**src/rtl/vend_pkg.sv**
```systemverilog
// Shared types and constants for the coin change dispenser.
package vend_pkg;

  localparam logic [7:0] COIN_25 = 8'd25;
  localparam logic [7:0] COIN_10 = 8'd10;
  localparam logic [7:0] COIN_5  = 8'd5;

  typedef enum logic [2:0] {
    IDLE,
    SELECT,
    PULSE,
    GAP,
    DONE
  } disp_state_t;

  typedef enum logic [1:0] {
    NONE,
    Q,
    D,
    N
  } coin_t;

  function automatic logic [7:0] coin_value(input coin_t c);
    case (c)
      Q:       coin_value = COIN_25;
      D:       coin_value = COIN_10;
      N:       coin_value = COIN_5;
      default: coin_value = 8'd0;
    endcase
  endfunction

endpackage

```
**src/rtl/dispense_timer.sv**
```systemverilog
// Loadable down-counter with a zero flag; times both the solenoid pulse and the gap.
module dispense_timer #(
  parameter int W = 2
) (
  input  logic         clk,
  input  logic         reset,
  input  logic         load,
  input  logic [W-1:0] load_value,
  output logic         zero
);

  logic [W-1:0] count;

  always_ff @(posedge clk or negedge reset) begin
    if (!reset) begin
      count <= '0;
    end else if (load) begin
      count <= load_value;
    end else if (count != '0) begin
      count <= count - 1'b1;
    end
  end

  assign zero = (count == '0);

endmodule

```
**src/rtl/change_dispenser.sv**
```systemverilog
// Pays out a change amount as 25/10/5 cent coins, largest first, one solenoid pulse per coin.
module change_dispenser
  import vend_pkg::*;
#(
  parameter int PULSE_CYCLES = 25_000_000,
  parameter int GAP_CYCLES   = 12_500_000
) (
  input  logic        clk,
  input  logic        reset,
  input  logic        start,
  input  logic [7:0]  amount,
  input  logic        empty_25,
  input  logic        empty_10,
  input  logic        empty_5,
  output logic        busy,
  output logic        eject_25,
  output logic        eject_10,
  output logic        eject_5,
  output logic        done,
  output logic [5:0]  coins_paid,
  output logic [7:0]  shortfall,
  output logic        error,
  output disp_state_t dbg_state
);

  // Handshake: start is a single-cycle request with no ready; it is accepted
  // only in IDLE (busy low) and silently dropped otherwise.

  localparam int MAX_CYC = (PULSE_CYCLES > GAP_CYCLES) ? PULSE_CYCLES : GAP_CYCLES;
  localparam int CW      = (MAX_CYC > 1) ? $clog2(MAX_CYC) : 1;
  localparam logic [CW-1:0] PULSE_LOAD = CW'(PULSE_CYCLES - 1);
  localparam logic [CW-1:0] GAP_LOAD   = CW'(GAP_CYCLES - 1);

  disp_state_t   state;
  logic [7:0]    remaining;
  coin_t         pick;
  logic          timer_load;
  logic [CW-1:0] timer_value;
  logic          timer_zero;

  // Greedy choice on the current remaining value and live tube sensors.
  always_comb begin
    pick = NONE;
    if (remaining >= COIN_25 && !empty_25) begin
      pick = Q;
    end else if (remaining >= COIN_10 && !empty_10) begin
      pick = D;
    end else if (remaining >= COIN_5 && !empty_5) begin
      pick = N;
    end
  end

  always_comb begin
    timer_load  = 1'b0;
    timer_value = GAP_LOAD;
    if (state == SELECT && pick != NONE) begin
      timer_load  = 1'b1;
      timer_value = PULSE_LOAD;
    end else if (state == PULSE && timer_zero) begin
      timer_load  = 1'b1;
    end
  end

  dispense_timer #(
    .W(CW)
  ) u_timer (
    .clk        (clk),
    .reset      (reset),
    .load       (timer_load),
    .load_value (timer_value),
    .zero       (timer_zero)
  );

  always_ff @(posedge clk or negedge reset) begin
    if (!reset) begin
      state      <= IDLE;
      remaining  <= 8'd0;
      busy       <= 1'b0;
      eject_25   <= 1'b0;
      eject_10   <= 1'b0;
      eject_5    <= 1'b0;
      done       <= 1'b0;
      coins_paid <= 6'd0;
      shortfall  <= 8'd0;
      error      <= 1'b0;
    end else begin
      case (state)
        IDLE: begin
          if (start) begin
            remaining  <= amount;
            coins_paid <= 6'd0;
            shortfall  <= 8'd0;
            error      <= 1'b0;
            busy       <= 1'b1;
            state      <= SELECT;
          end
        end
        SELECT: begin
          if (pick != NONE) begin
            remaining  <= remaining - coin_value(pick);
            coins_paid <= coins_paid + 6'd1;
            eject_25   <= (pick == Q);
            eject_10   <= (pick == D);
            eject_5    <= (pick == N);
            state      <= PULSE;
          end else begin
            shortfall <= remaining;
            error     <= (remaining != 8'd0);
            done      <= 1'b1;
            state     <= DONE;
          end
        end
        PULSE: begin
          if (timer_zero) begin
            eject_25 <= 1'b0;
            eject_10 <= 1'b0;
            eject_5  <= 1'b0;
            state    <= GAP;
          end
        end
        GAP: begin
          if (timer_zero) begin
            state <= SELECT;
          end
        end
        DONE: begin
          done  <= 1'b0;
          busy  <= 1'b0;
          state <= IDLE;
        end
        default: begin
          state <= IDLE;
        end
      endcase
    end
  end

  assign dbg_state = state;

endmodule

```
**config.mk**
```make
export PLATFORM = sky130hd
export DESIGN_NAME = change_dispenser
export DESIGN_NICKNAME = d
export VERILOG_FILES = /design/src/rtl/vend_pkg.sv /design/src/rtl/dispense_timer.sv /design/src/rtl/change_dispenser.sv
export SDC_FILE = /design/constraint.sdc
export NUM_CORES = 1
export LEC_CHECK = 0
export ABC_AREA = 1
export CELL_PAD_IN_SITES_DETAIL_PLACEMENT = 1
export CELL_PAD_IN_SITES_GLOBAL_PLACEMENT = 1
export CORE_UTILIZATION = 39
export DETAILED_ROUTE_END_ITERATION = 10
export GPL_TIMING_DRIVEN = 1
export PLACE_DENSITY = 0.82
export SYNTH_ARGS = -nofsm -noshare
export SYNTH_HDL_FRONTEND = slang
export SYNTH_SLANG_ARGS = --single-unit
```
**constraint.sdc**
```tcl
create_clock -name clk -period 5.2 [get_ports clk]
set_clock_uncertainty 0.2 [all_clocks]
set_input_delay 1.56 -clock clk [delete_from_list [all_inputs] [get_ports clk]]
set_output_delay 1.56 -clock clk [all_outputs]
set_load 0.02 [all_outputs]
```
---- Word level (Yosys, flattened, before mapping) ----
Index checks and enable logic that the tools add are counted.
word-level totals
  flip-flop bits (word level) ............. 56
  input bits .............................. 14
  output and inout port bits .............. 23
  word-level logic and storage cells ...... 92
operators by class
  add/subtract/negate cells ............... 3
  magnitude comparators ................... 3
  equality and inequality tests ........... 12
  muxes and demuxes ....................... 39
  reductions and logical operators ........ 24
operators with widths
  kind                     number
  $mux W25                 3
  $mux W8                  6
  $pmux W8 S2              2
  $logic_not A25 Y1        1
  $reduce_bool A25 Y1      1
  $sub A25 B1 Y25 const B  1
  $pmux W5 S3              1
  $mux W3                  4
  $mux W6                  2
  $pmux W1 S2              6
  $pmux W3 S4              1
  $pmux W6 S2              1
  $reduce_and A3 Y1        4
  $reduce_bool A2 Y1       6
  $mux W1                  10
  $ge A8 B3 Y1 const B     1
  $ge A8 B4 Y1 const B     1
  $ge A8 B5 Y1 const B     1
  $ne A2 B2 Y1 const B     4
  $reduce_bool A8 Y1       1
  $sub A8 B8 Y8            1
  $add A6 B1 Y6 const B    1
  $eq A3 B2 Y1 const B     2
  $mux W2                  3
  9 further kinds          17

---- Logic depth before layout (Yosys ltp) ----
  word-level depth ........................ 12
  mapped depth ............................ 20
  gate-level depth less buffers ........... 20

---- By module ----
A second synthesis with hierarchy kept.
second synthesis, totals
  cells, all modules ...................... 479
  area total of the unflattened synthesis .. 3,671.0 µm²
by module, submodules not included
  module            instances  cells an instance  area each (µm²)  sequential area each (µm²)
  change_dispenser  1          246                1,929.4          775.7
  dispense_timer    1          233                1,741.7          625.6

---- Worst setup path before layout ----
No wires, ideal clock.
  kind .................................... input to register
  start ................................... in empty_10
  end ..................................... reg remaining[4]
  library setup time ...................... 0.129 ns
  arrival time ............................ 3.327 ns
  data required time ...................... 4.871 ns
  setup slack ............................. 1.545 ns
  cell stages on the path ................. 11
  buffers on the path ..................... 0
  path through ............................ nand3b_1 > a21oi_1 > inv_1 > ha_1 > inv_1 > ha_1 > a21oi_1 > nand2_1 > or2_2 > a21oi_1 > o22ai_1
between the ends
  cells in the longest elaborated chain, start to end .. 11
  elaborated cells between the ends (all ways) .. 16
  classes of those cells .................. add/sub (1); eq/ne (4); mux (7); reduce/logical (4)
ends and longest elaborated chain
  item                                                 RTL line                 text
  start, declared                                      change_dispenser.sv:13   input logic empty_10,
  $logic_not A1 Y1 (*)                                 change_dispenser.sv:46   end else if (remaining >= COIN_10 && !empty_10) begin
  $logic_and A1 B1 Y1 (*)                              change_dispenser.sv:46
  $mux W2 (*)                                          change_dispenser.sv:46
  $mux W2 (*)                                          change_dispenser.sv:44   if (remaining >= COIN_25 && !empty_25) begin
  $eq A2 B2 Y1 / $eq A2 B1 Y1 (equally long branches)  vend_pkg.sv:24           case (c)
  $pmux W5 S3                                          vend_pkg.sv:24
  $mux W8                                              change_dispenser.sv:99   if (pick != NONE) begin
  $mux W8                                              change_dispenser.sv:87   case (state)
  $sub A8 B8 Y8                                        change_dispenser.sv:100  remaining <= remaining - coin_value(pick);
  $mux W8                                              change_dispenser.sv:99
  $pmux W8 S2                                          change_dispenser.sv:87
  end signal, assigned                                 change_dispenser.sv:90   remaining <= amount;
  end signal, assigned                                 change_dispenser.sv:100
  end, declared                                        change_dispenser.sv:35   logic [7:0] remaining;
Every way passes the cells marked *; elsewhere a longest branch is shown, timed or not. The select of a mux whose other input is x is not followed.
A chain may end at the register's enable or synchronous reset.

---- Worst setup path in the final report ----
  start ................................... in empty_5
  end ..................................... reg remaining[4]
between the ends
  cells in the longest elaborated chain, start to end .. 12
  elaborated cells between the ends (all ways) .. 17
  classes of those cells .................. add/sub (1); eq/ne (4); mux (8); reduce/logical (4)
ends and longest elaborated chain
  item                                                 RTL line                 text
  start, declared                                      change_dispenser.sv:14   input logic empty_5,
  $logic_not A1 Y1 (*)                                 change_dispenser.sv:48   end else if (remaining >= COIN_5 && !empty_5) begin
  $logic_and A1 B1 Y1 (*)                              change_dispenser.sv:48
  $mux W2 (*)                                          change_dispenser.sv:48
  $mux W2 (*)                                          change_dispenser.sv:46
  $mux W2 (*)                                          change_dispenser.sv:44
  $eq A2 B2 Y1 / $eq A2 B1 Y1 (equally long branches)  vend_pkg.sv:24
  $pmux W5 S3                                          vend_pkg.sv:24
  $mux W8                                              change_dispenser.sv:99
  $mux W8                                              change_dispenser.sv:87
  $sub A8 B8 Y8                                        change_dispenser.sv:100
  $mux W8                                              change_dispenser.sv:99
  $pmux W8 S2                                          change_dispenser.sv:87
Marked as above.

==> impl_metrics.csv <==
group,metric,value,unit
yosys,post-synth-top-count-cell,"nand2_1",
die,die_y,94.0,um
power_and_ir_drop,power_frac_comb,11.9,%
placed_design,dpl-instance-area,3750,um^2
die,start_util,40.2,%
cts,cts_tree,"built",
cts,clockBufferDepth,2,
global_routing,grt_max_degree,35,
outcome,status,"complete, no violations",
global_routing,grt_usage,21.6,%
yosys,synth_common_cells,"87 x nand2_1, 76 x nor2_1, 61 x inv_1",
cts,clock_sinks,56,
power_and_ir_drop,power_switching,0.000223,W
placed_design,dp.cells,568,
route,drt_iter0_drc,150,
cts,cts_resized,0,
route,wl_per_cell,14.6,um
timing,setup_violations,0,
global_routing,grt-ovfl-total,0,
cells_and_area,diodes,0,
hold_path,worstHoldPathCells,2,
run,drv_cap,0,
yosys,avgSynthCellArea,7.64,um^2
worst_setup_path,path_max_fanout,5,
worst_setup_path,rrSetupSlack,1.90,ns
yosys,synth_area,3300,um^2
cts,postCtsSetupBuffers,0,
yosys,synth_cell_types,36,
timing,hold_viol,0,
worst_setup_path,r2r-start,"remaining[5]",
power_and_ir_drop,power_density,221,nW/um^2
yosys,synthCells,432,
yosys,synth_edf_count,0,
cts,htreeDepth,2,
yosys,yosysTopAreaCell,"dfrtp_1",
cts,cts_root_buffer,"clkbuf_8",
worst_setup_path,endpoint,"remaining[4]",
die,ios,37,
placed_design,hpwl,6520,um
yosys,yosys_warnings,0,
placed_design,port_buffers,36,
worst_setup_path,cp_slowest_cell,"clkdlybuf4s50_1",
die,rows,33,
cts,clk_latency,0.33,ns
worst_setup_path,cp-start-kind,"primary input",
timing,post-route-period-util,77.5,%
timing,finalCriticalPeriod,4.03,ns
route,firstDrtPassIters,4,
timing,max_slew_margin,50.2,%
yosys,ys_ff_latch,56,
hold_path,min_path_type,"register to register",
cts,clkTransAtPathRegs,0.11,ns
route,drt-vias-per-instance,5.08,
yosys,synth.area.top_cells,"dfrtp_1 42%, nand2_1 9.9%, nor2_1 8.6%, inv_1 6.9%, ha_1 4.6%",
route,antenna_left,0,
cts,cts_hold_buffers,0,
power_and_ir_drop,p_seq_share,53.0,%
timing,tightest_slew,0.748,ns
worst_setup_path,cp.required,5.20,ns
power_and_ir_drop,ir_worst_vdd,0.000105,V
route,drc,0,
yosys,post-synth-top-area-fraction,42.5,%
cells_and_area,final_cells,576,
yosys,synthArstFlopShare,100,%
timing,maxSlewViolCount,0,
power_and_ir_drop,power,0.000853,W
global_routing,antenna_found_initial,0,
worst_setup_path,endpoint_kind,"register",
yosys,synth_nets,459,
worst_setup_path,crit_chain,"clkdlybuf4s50_1, nor2_1, inv_1, a21oi_1, inv_1, ha_1, inv_1, ha_1, a21oi_1, nand2_1, or2_2, a21oi_1, o22ai_1",
power_and_ir_drop,swShare,26.1,%
timing,setup_tns,0,ns
route,drt_wl_total,8440,um
worst_setup_path,arrival,4.03,ns
global_routing,grt_pass1_vias,3162,
cells_and_area,nets,497,
worst_setup_path,slowest_delay,0.40,ns
yosys,synth_ff_type,"dfrtp_1",
global_routing,grt_pass1_wl,14900,um
die,die-area,8830,um^2
worst_setup_path,r2r-end,"remaining[3]",
placed_design,gp_congestion,0.835,
timing,fmax,0.248,GHz
timing,rsz0062_at_grt,"no",
die,dieWidth,94.0,um
route,vias,2926,
yosys,ys_seq_area_share,42.5,%
cts,numCtsBuffers,5,
power_and_ir_drop,leakage,1.84,nW
worst_setup_path,reg2reg_depth,16,
worst_setup_path,critical_path_class,"primary input to register",
cells_and_area,drive_above_1_share,7.22,%
cells_and_area,synthToLayoutAreaGrowth,16.9,%
cells_and_area,fin_area,3860,um^2
worst_setup_path,startpoint,"empty_5",
power_and_ir_drop,p_clk_share,35.1,%
die,core_area,8220,um^2
power_and_ir_drop,p_int,0.000630,W
==> cell families (layout without fill, tap and decap cells) <==
group,Yosys count,after routing,synth area share [%]
AO/OA/AOI/OAI,55,55,9.82
XOR/XNOR,13,13,3.45
adder cells (fa/ha/maj),13,13,5.16
buffers and inverters,69,108,8.76
flip-flops,56,56,42.5
AND/OR/NAND/NOR,226,226,30.3
==> through the flow <==
stage	hold WS (ns)	util, %	setup slack (ns)
floorplan	0.272	-	1.54
global placement	0.269	45.6	1.03
detailed placement	0.264	45.6	0.887
CTS	0.289	46.9	1.14
global route	0.333	46.9	0.936
finish	0.285	46.9	1.17
==> layout by cell type, fill, tap and decap left out, types with 2 or more instances in the layout <==
master,instances
nand4_1,8
o21ai_1,3
nand3_1,23
xnor2_1,8
ha_1,12
nor2_1,76
clkbuf_8,5
or2_2,5
dfrtp_1,56
nand2_2,4
nor2_2,4
inv_1,61
o21ai_0,20
nand3b_1,4
a21oi_1,14
o22ai_1,8
xor2_1,5
nor2_4,2
o31ai_1,3
a21oi_2,2
nand2_1,87
nor3_1,9
clkdlybuf4s50_1,35
==> sequential cells by signal, summed over array words and instances (netlist names), 3 cells and up <==
signal         count
remaining          8
dbg_state          3
u_timer.count     25
shortfall          8
coins_paid         6
==> critical path: cells and delay by family <==
kind / cells / cell delay, ns
buffers and inverters: 4 / 0.62
adders and majority gates: 2 / 0.61
and+or+nand+nor: 3 / 0.51
AOI/OAI and AO/OA: 4 / 0.71
==> how the worst min path moves through the flow <==
stage,startpoint,end
3_5_place_dp,eject_5,eject_5
2_1_floorplan,u_timer.count[1],u_timer.count[1]
3_3_place_gp,eject_5,eject_5
6_report,eject_5,eject_5
4_1_cts,eject_5,eject_5
5_1_grt,eject_5,eject_5
==> power groups by stage <==
stage               clock network (W)  registers, W  logic [W]
finish                       0.000299      0.000452   0.000102
global route                 0.000322      0.000454   0.000118
CTS                          0.000307      0.000453   0.000104
detailed placement                  0      0.000461   0.000103
global placement                    0      0.000461  0.0000987
floorplan                           0      0.000466  0.0000521
==> area by class of cell <==
class,instances,area [um^2]
clock inverters,3,42.5
fillers,1017,4360
flip-flops and latches,56,1400
inverters,63,241
multi-input cells,307,1610
repair buffers,37,363
clock buffers,5,68.8
well taps,105,131
==> layer usage <==
metal | track usage, % | up-vias | wire length, um
met5 | 0 | - | 0
met2 | 40.6 | 25 | 4470
met1 | 25.9 | 1446 | 3740
li1 | - | 1445 | -
met3 | 3.24 | 10 | 140
met4 | 3.97 | 0 | 89
Power figures use the tool's default switching activity.
==> RTL edit (same settings) <==
Change the parameter `GAP_CYCLES` from 12_500_000 to 6_250_000.
--- a/src/rtl/change_dispenser.sv
+++ b/src/rtl/change_dispenser.sv
@@ -5,3 +5,3 @@
   parameter int PULSE_CYCLES = 25_000_000,
-  parameter int GAP_CYCLES   = 12_500_000
+  parameter int GAP_CYCLES   = 6_250_000
 ) (
Formal check against the unedited RTL: same outputs for any inputs over 10 cycles, from zero or initial values and one cycle with reset low; that may be too few to reach the edited logic, so the function may still have changed.
==> RTL edit against the unedited design <==
- wire length increased by 11%
- cell area is 2.9% higher
- area after synthesis rose by 3.9%
- final cell count increased by 4.9%
- die area grew 3.8%
- critical endpoint is now remaining[7]$_DFFE_PN0P_
- highest routed layer unchanged
- total power down 4.1%
- sequential cell count unchanged
- worst setup slack better by 0.23 ns
==> RTL edit: results (changes against the unedited design) <==
[status]
outcome=complete, no violations

[worst_setup_path]
startpoint=empty_25
r2r_cells=21  ; +5
r2r_slack_ns=2.10  ; +0.20 ns
path_max_fanout=4  ; -1
endpoint=remaining[7]$_DFFE_PN0P_
worstPathArrival_ns=3.82  ; -0.21 ns
critPathTopFamily=buffers and inverters

[finish]
fin_cells=604  ; +4.9%
fin_nets=524  ; +5.4%
drive_gt1_share_pct=8.617  ; +1.4 points
fin_util_pct=47.58  ; +0.64 points
fill_cells=1080  ; +6.2%

[placement]
dp_slack_ns=1.061  ; +0.1746 ns
placed_area_sq_um=3875  ; +3.4%

[drt]
drtIter0Drc=67  ; -55%
wl_met1_mm=4.109  ; +9.9%
wl_met3_um=203  ; +45%
vias=3104  ; +6.1%
post_drt_wl_per_cell_um=15.57  ; +6.3%

[grt]
grt_use_met2_pct=44.23  ; +3.6 points
use_met3_pct=2.923  ; -0.31 points
grt_pass1_vias=3435  ; +8.6%
grt_pass1_wl_mm=16.15  ; +8.1%
grt_max_degree=57  ; +63%
grt_usage_pct=22.94  ; +1.4 points

[power_and_ir_drop]
peakVddDrop_mv=0.1124  ; +7.0%
power_switching_share_pct=27.12  ; +0.98 points
combPwrFrac_pct=12.7  ; +0.8 points

[logic_synthesis]
synth_compound_area_share_pct=9.672  ; -0.15 points
syn-num-nets=486  ; +5.9%
synth.distinct_cells=39  ; +8.3%
yosys-top-cells-area=dfrtp_1 41%, nand2_1 14%, nor2_1 7.8%
synth_seq_area_share_pct=40.88  ; -1.6 points
ys_top_cells_by_count=124 x nand2_1, 71 x nor2_1, 62 x inv_1

[sta]
worstMarginPinSlew_ns=0.7520  ; +0.004460 ns
holdWs_ns=0.2853  ; +0.0006930 ns
setup_ws_ns=1.402  ; +0.2314 ns

[min_path]
hold_end=eject_10$_DFFE_PN0P_

RTL edit: changes by cell type after synthesis, sizes merged, moves of 2 or more:
cell    before  now
xor2         5   10
inv         62   66
xnor2        8    5
or2          5    3
o211ai       0    4
nor2        82   79
o22ai        8    4
nand3       23   27
a21oi       17    7
o21ai       24   27
nor3        11    6
nand2       92  129
nand3b       4    2
RTL edit: kinds of logic after synthesis:
group | after synthesis
buf+inv | 72
simple gates | 255
compound gates | 50
xor+xnor | 15
flops | 56
fa+ha+maj | 12
RTL edit: cell type report:
| cell class | count | share of cell area (%) |
|---|---|---|
| Tap cell | 105 | 3.310 |
| Timing Repair Buffer | 37 | 9.142 |
| Clock inverter | 1 | 0.1892 |
| Sequential cell | 56 | 35.31 |
| Clock buffer | 7 | 2.175 |
| Inverter | 66 | 6.242 |
| Multi-Input combinational cell | 332 | 43.63 |
